[src/rtl/fetch_sequencer.sv]
// fetch_sequencer: single-outstanding instruction fetch sequencer with a
// one-entry instruction buffer toward decode.
// Optional feature: define FETCH_ALIGN_CHECK_EN to trap misaligned redirects
// (sticky fault, fetch halted until reset). Without the macro the low two
// redirect bits are dropped and fault is tied low.
//
// state | meaning
// ------+----------------------------------------------------------------
// REQ   | request at pc presented to memory (gated until first edge after reset)
// WAIT  | request accepted, waiting for the single outstanding response
// HOLD  | buffered instruction presented to decode, waiting for inst_ready
// DROP  | stale response still in flight; swallow it, then re-request
// HALT  | misaligned redirect seen; idle until reset
module fetch_sequencer #(
   parameter logic [63:0] RESET_PC = 64'h0
) (
   input  logic        clk,
   input  logic        rst,
   output logic        imem_req_valid,
   output logic [63:0] imem_req_addr,
   input  logic        imem_req_ready,
   input  logic        imem_rsp_valid,
   input  logic [31:0] imem_rsp_data,
   input  logic        redirect_valid,
   input  logic [63:0] redirect_pc,
   output logic        inst_valid,
   output logic [31:0] inst_out,
   output logic [63:0] inst_pc,
   input  logic        inst_ready,
   output logic        fault
);

   localparam logic [2:0] ST_REQ  = 3'd0;
   localparam logic [2:0] ST_WAIT = 3'd1;
   localparam logic [2:0] ST_HOLD = 3'd2;
   localparam logic [2:0] ST_DROP = 3'd3;
   localparam logic [2:0] ST_HALT = 3'd4;

   logic [2:0]  state_q, state_d;
   logic [63:0] pc_q, pc_d;
   logic        started_q;
   logic        capture;
   logic        redir_bad;
   logic [63:0] redir_tgt;

`ifdef FETCH_ALIGN_CHECK_EN
   logic fault_q;

   assign redir_bad = redirect_valid && (redirect_pc[1:0] != 2'b00);
   assign redir_tgt = redirect_pc;
   assign fault     = fault_q;

   // sticky fault, set on the edge that enters HALT
   always_ff @(posedge clk or negedge rst) begin
      if (!rst)
         fault_q <= 1'b0;
      else if (state_q != ST_HALT && state_d == ST_HALT)
         fault_q <= 1'b1;
   end
`else
   logic unused_redir_lsb;

   assign unused_redir_lsb = ^redirect_pc[1:0];
   assign redir_bad        = 1'b0;
   assign redir_tgt        = {redirect_pc[63:2], 2'b00};
   assign fault            = 1'b0;
`endif

   assign imem_req_valid = started_q && (state_q == ST_REQ);
   assign imem_req_addr  = pc_q;
   assign inst_valid     = (state_q == ST_HOLD);

   // next-state and pc update; redirect outranks every other event
   always_comb begin
      state_d = state_q;
      pc_d    = pc_q;
      capture = 1'b0;
      if (started_q && state_q != ST_HALT) begin
         if (redir_bad) begin
            state_d = ST_HALT;
         end else if (redirect_valid) begin
            pc_d = redir_tgt;
            case (state_q)
               ST_REQ:  state_d = imem_req_ready ? ST_DROP : ST_REQ;
               ST_WAIT: state_d = imem_rsp_valid ? ST_REQ : ST_DROP;
               ST_HOLD: state_d = ST_REQ;
               ST_DROP: state_d = imem_rsp_valid ? ST_REQ : ST_DROP;
               default: state_d = state_q;
            endcase
         end else begin
            case (state_q)
               ST_REQ:
                  if (imem_req_ready) state_d = ST_WAIT;
               ST_WAIT:
                  if (imem_rsp_valid) begin
                     capture = 1'b1;
                     state_d = ST_HOLD;
                  end
               ST_HOLD:
                  if (inst_ready) begin
                     pc_d    = pc_q + 64'd4;
                     state_d = ST_REQ;
                  end
               ST_DROP:
                  if (imem_rsp_valid) state_d = ST_REQ;
               default: state_d = state_q;
            endcase
         end
      end
   end

   // control state; started_q holds off the first request for one edge after reset
   always_ff @(posedge clk or negedge rst) begin
      if (!rst) begin
         state_q   <= ST_REQ;
         pc_q      <= RESET_PC;
         started_q <= 1'b0;
      end else begin
         state_q   <= state_d;
         pc_q      <= pc_d;
         started_q <= 1'b1;
      end
   end

   // one-entry instruction buffer toward decode
   always_ff @(posedge clk or negedge rst) begin
      if (!rst) begin
         inst_out <= 32'h0;
         inst_pc  <= 64'h0;
      end else if (capture) begin
         inst_out <= imem_rsp_data;
         inst_pc  <= pc_q;
      end
   end

endmodule
[config.mk]
export PLATFORM = sky130hd
export DESIGN_NAME = fetch_sequencer
export DESIGN_NICKNAME = d
export VERILOG_FILES = /design/src/rtl/fetch_sequencer.sv
export SDC_FILE = /design/constraint.sdc
export NUM_CORES = 1
export LEC_CHECK = 0
export CAP_MARGIN = 10
export CORE_MARGIN = 2
export CORE_UTILIZATION = 25
export DETAILED_ROUTE_END_ITERATION = 10
export GPL_TIMING_DRIVEN = 0
export HOLD_SLACK_MARGIN = 0.05
export PLACE_DENSITY = 0.5
export SYNTH_ARGS = -nofsm -noshare
export SYNTH_HDL_FRONTEND = slang
export SYNTH_SLANG_ARGS = --single-unit
[constraint.sdc]
create_clock -name clk -period 3.9 [get_ports clk]
set_input_delay 1.17 -clock clk [delete_from_list [all_inputs] [get_ports clk]]
set_output_delay 1.17 -clock clk [all_outputs]
set_load 0.1 [all_outputs]
Word-level counts from Yosys, hierarchy flattened
Cells that the tools add are included.

Bits in registers: 164. Bits of input ports: 102. Word-level logic and storage cells: 40.

Add/sub/neg operators: 1. Equal/unequal tests: 9. Multiplexer cells: 16. Reductions and logical operators: 9.

Operators by type and width (number): 64-bit two-way mux (3); 64-bit by 3-bit adder with 64-bit output (second input constant) (1); 3-bit two-way mux (5); 3-bit inequality test (second input constant) (4); 3-bit case mux with 4 select lines (1); 3-bit case mux with 3 select lines (1); 7-bit AND reduction (1); 3-bit by 2-bit equality test with 1-bit output (second input constant) (2); 5-bit nonzero test (1); 1-bit two-way mux (4); 2-bit two-way mux (2); 4-bit by 2-bit inequality test with 1-bit output (second input constant) (1); 2-bit nonzero test (2); 3-bit by 1-bit equality test with 1-bit output (second input constant) (1); 3-bit logical NOT (1); 3-bit by 2-bit inequality test with 1-bit output (second input constant) (1); 3-bit AND reduction (1); 1-bit logical AND (2); 2-bit OR reduction (1).

Longest topological paths before layout
Gate-level depths: netlist of the first run.

Word-level depth: 4. Depth in mapped cells: 8.

Worst setup path after synthesis of the first run
No wires, ideal clock.

Kind: reg-to-reg. Start point: register pc_q[28] (netlist: imem_req_addr[28]). End point: register pc_q[62] (netlist: imem_req_addr[62]). Data arrival time: 3.061 ns. Required time: 3.768 ns. Slack: 0.707 ns. Cell stages (with the launch flop): 9. Buffers on the path: 3. Cells stage by stage: dfrtp_1 buf_2 nand4_2 or4_1 buf_2 or4_1 buf_2 o211ai_2 or3b_1.

Cells in the longest elaborated chain, start to end: 4.

RTL lines: start, declared (line 40) `logic [63:0] pc_q, pc_d;`; start signal, assigned (line 120) `pc_q <= pc_d;`; 64-bit by 3-bit adder with 64-bit output (line 101) `pc_d = pc_q + 64'd4;`; 64-bit two-way mux (line 100) `if (inst_ready) begin`; 64-bit two-way mux (line 91) `case (state_q)`; 64-bit two-way mux (line 81) `end else if (redirect_valid) begin`.

Every way passes these cells. The select of a mux whose other input is x is not followed. A chain may end at the register's enable or synchronous reset.

Worst setup path after layout of the first run
Start point: register started_q. End point: output port imem_req_valid.

Cells in the longest elaborated chain, start to end: 1.

RTL lines: start, declared (line 41) `logic started_q;`; start signal, assigned (line 117) `started_q <= 1'b0;`; start signal, assigned (line 121) `started_q <= 1'b1;`; 1-bit logical AND (line 69) `assign imem_req_valid = started_q && (state_q == ST_REQ);`; end, declared (line 19) `output logic imem_req_valid,`.

Every way passes these cells.

==> summary.txt, run 1 <==
Status: finished clean
Detail Route Antenna Nets: 0
Vias in the first global route: 7384
Post-CTS resize count: 1
Post-CTS Setup Bufs: 0
FF-to-FF path depth: 7
CTS Buf Count: 17
Number of synthesized flops with an enable pin: 0
Largest fanout on the critical path: 10
Gate Count Post-Synth: 770
Residual overflow from global routing: 0
Count leader, synth: dfrtp_1
Async SR Flop Fraction: 1.00
Gr usage total: 0.191
Worst Hold End: inst_pc[43]
Synth top area share: 0.501
N_diodes: 0
DPL Wire Length: 23.1 mm
Main synth FF type: dfrtp_1
Worst Setup Start Kind: register
Worst Tran Pin Value: 1.06 ns
Fillers: 3156
Clk slew on worst S/H paths: 0.07 ns
Worst-Skew Late Latency: 0.44 ns
Headroom to the max-slew limit: 0.292
IO buf count: 256
Critical Path RT: 2.73 ns
Fraction of layout instances using a drive strength above 1: 0.140
Crit path capture type: primary output
Die Y: 182 um
Setup violations, final: 0
Sequential cell area: 3980 um2
Final Skew: 0.0153 ns
Synth cell count leaders: dfrtp_1, mux2_2, nand2_1
Critical path class: reg -> out
WP data arrival: 2.54 ns
Register area share after synthesis: 0.501
Syn-to-layout area delta: 47.4%
Total power: 11.8 mW
Hold Vio Cnt, Final: 0
Reg2Reg Setup Slack: 0.64 ns
Mapped cell area: 7940 um2
Synthesized area per cell: 10.3 um2
Via count: 7598
R2r startpoint: started_q
Fin crit share: 0.952
GPL Wtd Cong: 0.853
HP Start: inst_pc[43]
CTS Sinks: 159
Grt met1 use: 0.254
Worst min-delay path category: reg -> reg
Post-DR vias/cell: 5.18
Avg WL per Cell: 21.8 um
First-pass GRT wire length: 47.4 mm
Die X: 182 um
Iteration-0 DRC Markers: 580
CTS tree: built
Antenna violations before repair: 1
CTS Buffer Depth: 2
Max cap viols: 0
I/O pin count: 265
PD cells: 1010 nW/um2
Routed Wire Length: 32.0 mm
Largest net degree at the start of global routing: 105
DRC: 0
Largest area contributor in the netlist: dfrtp_1
R2r endpoint: inst_pc[44]
GR peak layer: met2
Synth area leaders: dfrtp_1, mux2_2, o21ai_0
Footprint of the multi-input gates: 3660 um2
Total Neg Setup Slack: 0 ns
Hold buffers post-CTS: 0
Grt met3 use: 0.0511
#FFs+latches synth: 159
Met2 Usage GRT: 0.307
CTS root buf: clkbuf_16
RSZ-0062 raised after global routing: no
Core footprint: 31400 um2
Min cycle time layout: 3.71 ns
Worst Setup SP: started_q
Yosys Warn Count: 0
First-pass DRT Iterations: 6
Largest vdd supply drop: 686 uV
FP Rows: 65
Leak: 4.51 nW
Maximum clock rate: 269 MHz
Unique cell type count in the Yosys netlist: 59
Hold Path Cell Cnt: 1
Nets: 1156
Final Slew Violations: 0
Starting Density: 0.253
H-Tree Level Count: 4
Die ar.: 33200 um2
power by group:
part	total (mW)	internal, mW	switching (mW)
registers	2.79	2.27	0.523
logic	7.20	1.67	5.53
clock network	1.85	1.09	0.751
worst max-delay path: stages, from the launching register on:
cell and delay [ns]:
dfrtp_1 0.32, clkbuf_1 0.42, nor2b_1 0.33, and2_1 0.16, dlygate4sd2_1 0.87
sequential cells by signal, summed over array words and instances (netlist names):
| register | cells |
|---|---|
| imem_req_addr | 62 |
| inst_out | 32 |
| inst_pc | 62 |
| started_q | 1 |
| state_q | 2 |
cell type report:
| cell class | instances | area share |
|---|---|---|
| clock inverters | 12 | 0.0156 |
| well taps | 402 | 0.0430 |
| plain buffers | 62 | 0.0219 |
| flip-flops and latches | 159 | 0.340 |
| multi-input cells | 536 | 0.313 |
| inverters | 17 | 0.00545 |
| repair buffers | 260 | 0.223 |
| clock buffers | 20 | 0.0382 |
worst max path at each step:
stage / slack, ns / to / cells past startpoint
floorplan: 0.71 / imem_req_addr[62] / 8
detailed placement: -0.13 / inst_out[26] / 6
finish: 0.19 / imem_req_valid / 4
global route: 0.09 / imem_req_valid / 4
global placement: -5.72 / inst_pc[41] / 1
CTS: 0.17 / imem_req_valid / 4
per-stage QoR:
step | utilization | hold slack, ns | std cells | worst slack (ns) | instance area (um2)
2_1_floorplan | - | 0.503 | 774 | 0.707 | 7960
3_3_place_gp | 0.351 | 0.488 | 1432 | -5.72 | 11000
3_5_place_dp | 0.353 | 0.494 | 1434 | -0.133 | 11100
4_1_cts | 0.373 | 0.509 | 1466 | 0.169 | 11700
5_1_grt | 0.373 | 0.520 | 1468 | 0.0918 | 11700
6_report | 0.373 | 0.504 | 1468 | 0.186 | 11700
layer usage:
| layer | share of wire | up-vias | routed length (um) |
|---|---|---|---|
| met5 | 0.00041 | - | 13 |
| met4 | 0.015 | 2 | 488 |
| met3 | 0.084 | 42 | 2680 |
| met2 | 0.47 | 376 | 14900 |
| met1 | 0.43 | 3724 | 13900 |
| li1 | - | 3454 | - |
logic make-up (layout without fill, tap and decap cells):
group	after synthesis	in the layout	share of synthesized area
flip-flops	159	159	0.501
AND/OR/NAND/NOR	258	258	0.176
buffers and inverters	79	371	0.0403
multiplexers	98	98	0.138
adder cells (fa/ha/maj)	1	1	0.00158
other	2	6	0.000946
AO/OA/AOI/OAI	173	173	0.142
layout by cell type (no fill, tap or decap), types with 8 or more instances in the layout:
cell	synthesis	layout
mux2_2	94	94
nor3_1	25	25
a21oi_1	44	44
o21ai_0	45	45
o22ai_1	8	8
nor2_1	40	40
nand2_1	49	49
clkdlybuf4s50_1	0	254
nand3_1	36	36
a311oi_1	9	9
clkbuf_1	47	49
nand4_1	29	29
clkbuf_16	0	17
nor4_1	22	21
inv_1	17	17
or4_1	9	9
and3_1	12	12
or3_1	13	13
a31oi_1	9	9
dfrtp_1	159	159
(Power assumes the default switching activity.)
==> inputs of run 2 (changes only) <==
- CTS_BUF_LIST: unset -> sky130_fd_sc_hd__clkbuf_4
- clock period: 3.9 -> 4.5 ns (I/O delays scaled with it)
==> run 2 against run 1 <==
Die area unchanged. Final cell count increased by 0.14%. Highest routed layer unchanged. Combinational power decreased by 13%. First-iteration DRC count decreased by 0.34%. Worst setup slack improved by 0.33 ns. Final area decreased by 2.5%. Sequential power decreased by 14%. Sequential share of layout area increased by 0.87 points. Critical path depth unchanged. Global-route usage about the same. Clock skew increased by 0.025 ns. Largest power group unchanged.
==> summary.txt, run 2 (same netlist as run 1, synthesis figures left out) <==
R2r startpoint: started_q
Final core utilization: 0.364
Placed instance area: 11100 um2
Largest net degree at the start of global routing: 105
Post-DR vias/cell: 5.18
Final Slew Violations: 0
Combinational power share: 0.644
Antenna violations before repair: 2
Most common cell after layout, fill and taps aside: clkdlybuf4s50_1
Commonest non-fill, non-tap cells in the layout: clkdlybuf4s50_1, dfrtp_1, mux2_2
Die ar.: 33200 um2
Worst slack, placed: 0.287 ns
Hold Vio Cnt, Final: 0
Worst min-delay path category: reg -> reg
DPL Wire Length: 23.1 mm
PD cells: 849 nW/um2
Residual overflow from global routing: 0
Largest fanout on the critical path: 10
Via count: 7613
Routed Wire Length: 31.9 mm
Worst Setup Start Kind: register
Nets: 1156
Sw power: 5.82 mW
Hold buffers post-CTS: 0
H-Tree Level Count: 4
Final Skew: 0.0401 ns
RSZ-0062 raised after global routing: no
Die X: 182 um
Maximum clock rate: 251 MHz
Final Instance Area: 11400 um2
Core footprint: 31400 um2
Fin crit share: 0.884
DRC: 0
CTS root buf: clkbuf_4
First-pass DRT Iterations: 5
Die Y: 182 um
HP Start: inst_out[15]
I/O pin count: 265
CTS tree: built
Crit path capture type: primary output
Non-Filler Instances: 1470
DP Cell Count: 1434
Avg WL per Cell: 21.7 um
Worst Tran Pin Value: 1.06 ns
Clk slew on worst S/H paths: 0.14 ns
Gr usage total: 0.190
Status: finished clean
Headroom to the max-slew limit: 0.294
FP Rows: 65
Pint: 3.86 mW
Sequential power share: 0.249
Worst Setup SP: started_q
First-pass GRT wire length: 47.2 mm
Largest vdd supply drop: 589 uV
GPL Wtd Cong: 0.853
WP data arrival: 2.63 ns
Vias in the first global route: 7337
Starting Density: 0.253
Fraction of layout instances using a drive strength above 1: 0.141
Total Neg Setup Slack: 0 ns
CTS Buffer Depth: 2
Min cycle time layout: 3.98 ns
IO buf count: 256
Detail Route Antenna Nets: 0
Critical path class: reg -> out
CTS Sinks: 159
Iteration-0 DRC Markers: 578
Worst-Skew Late Latency: 0.61 ns
Total power: 9.69 mW
Setup slack after layout: 0.520 ns
Syn-to-layout area delta: 43.7%
Max cap viols: 0
Clk network pwr share: 0.107
Post-CTS resize count: 0
CTS Buf Count: 17
Net switching fraction of the power: 0.601
Post-CTS Setup Bufs: 0
Setup violations, final: 0
Leak: 4.39 nW
Final hold slack: 0.520 ns
Critical Path RT: 3.15 ns
run 2: changes by cell type in the layout (fill, tap and decap cells not counted):
cell,change
clkbuf_1,-2
clkbuf_8,-1
dlygate4sd2_1,-1
clkbuf_16,-17
dlymetal6s2s_1,+1
diode_2,+2
clkinv_1,+1
clkbuf_4,+19
run 2: area by class of cell:
class | count | area, um2
fillers | 3192 | 20000
inverters | 17 | 63.8
repair buffers | 260 | 2620
clock buffers | 19 | 143
diodes | 2 | 5.00
plain buffers | 62 | 256
flip-flops and latches | 159 | 3980
multi-input cells | 536 | 3660
well taps | 402 | 503
clock inverters | 13 | 186
run 2: worst paths after layout:
kind	to	slack (ns)	depth (start not counted)
max in group asynchronous	inst_pc[42]	2.93	2
worst min register to register	inst_out[15]	0.52	1
worst max register to register	inst_pc[44]	1.16	7
worst max-delay path	imem_req_valid	0.52	4
worst min-delay path	inst_out[15]	0.52	1
min in group asynchronous	inst_out[27]	0.64	1
run 2: power by group through the flow:
stage	sequential [mW]	clock [mW]	combinational [mW]
floorplan	6.25	0	0.854
global placement	2.44	0	6.25
detailed placement	2.45	0	6.26
CTS	2.42	1.08	6.27
global route	2.51	1.14	6.41
finish	2.41	1.04	6.24
run 2: per-layer routing:
metal | track usage | vias to the layer above | wire, um
met5 | 0 | - | 13
met4 | 0.0442 | 2 | 506
met3 | 0.0539 | 37 | 2590
met2 | 0.306 | 357 | 14900
met1 | 0.253 | 3761 | 13900
li1 | - | 3456 | -
run 2: worst max-delay path, cell delays in order, from the launching register on:
cell and delay (ns):
dfrtp_1 0.35, clkbuf_1 0.42, nor2b_1 0.34, and2_1 0.16, dlymetal6s2s_1 0.76
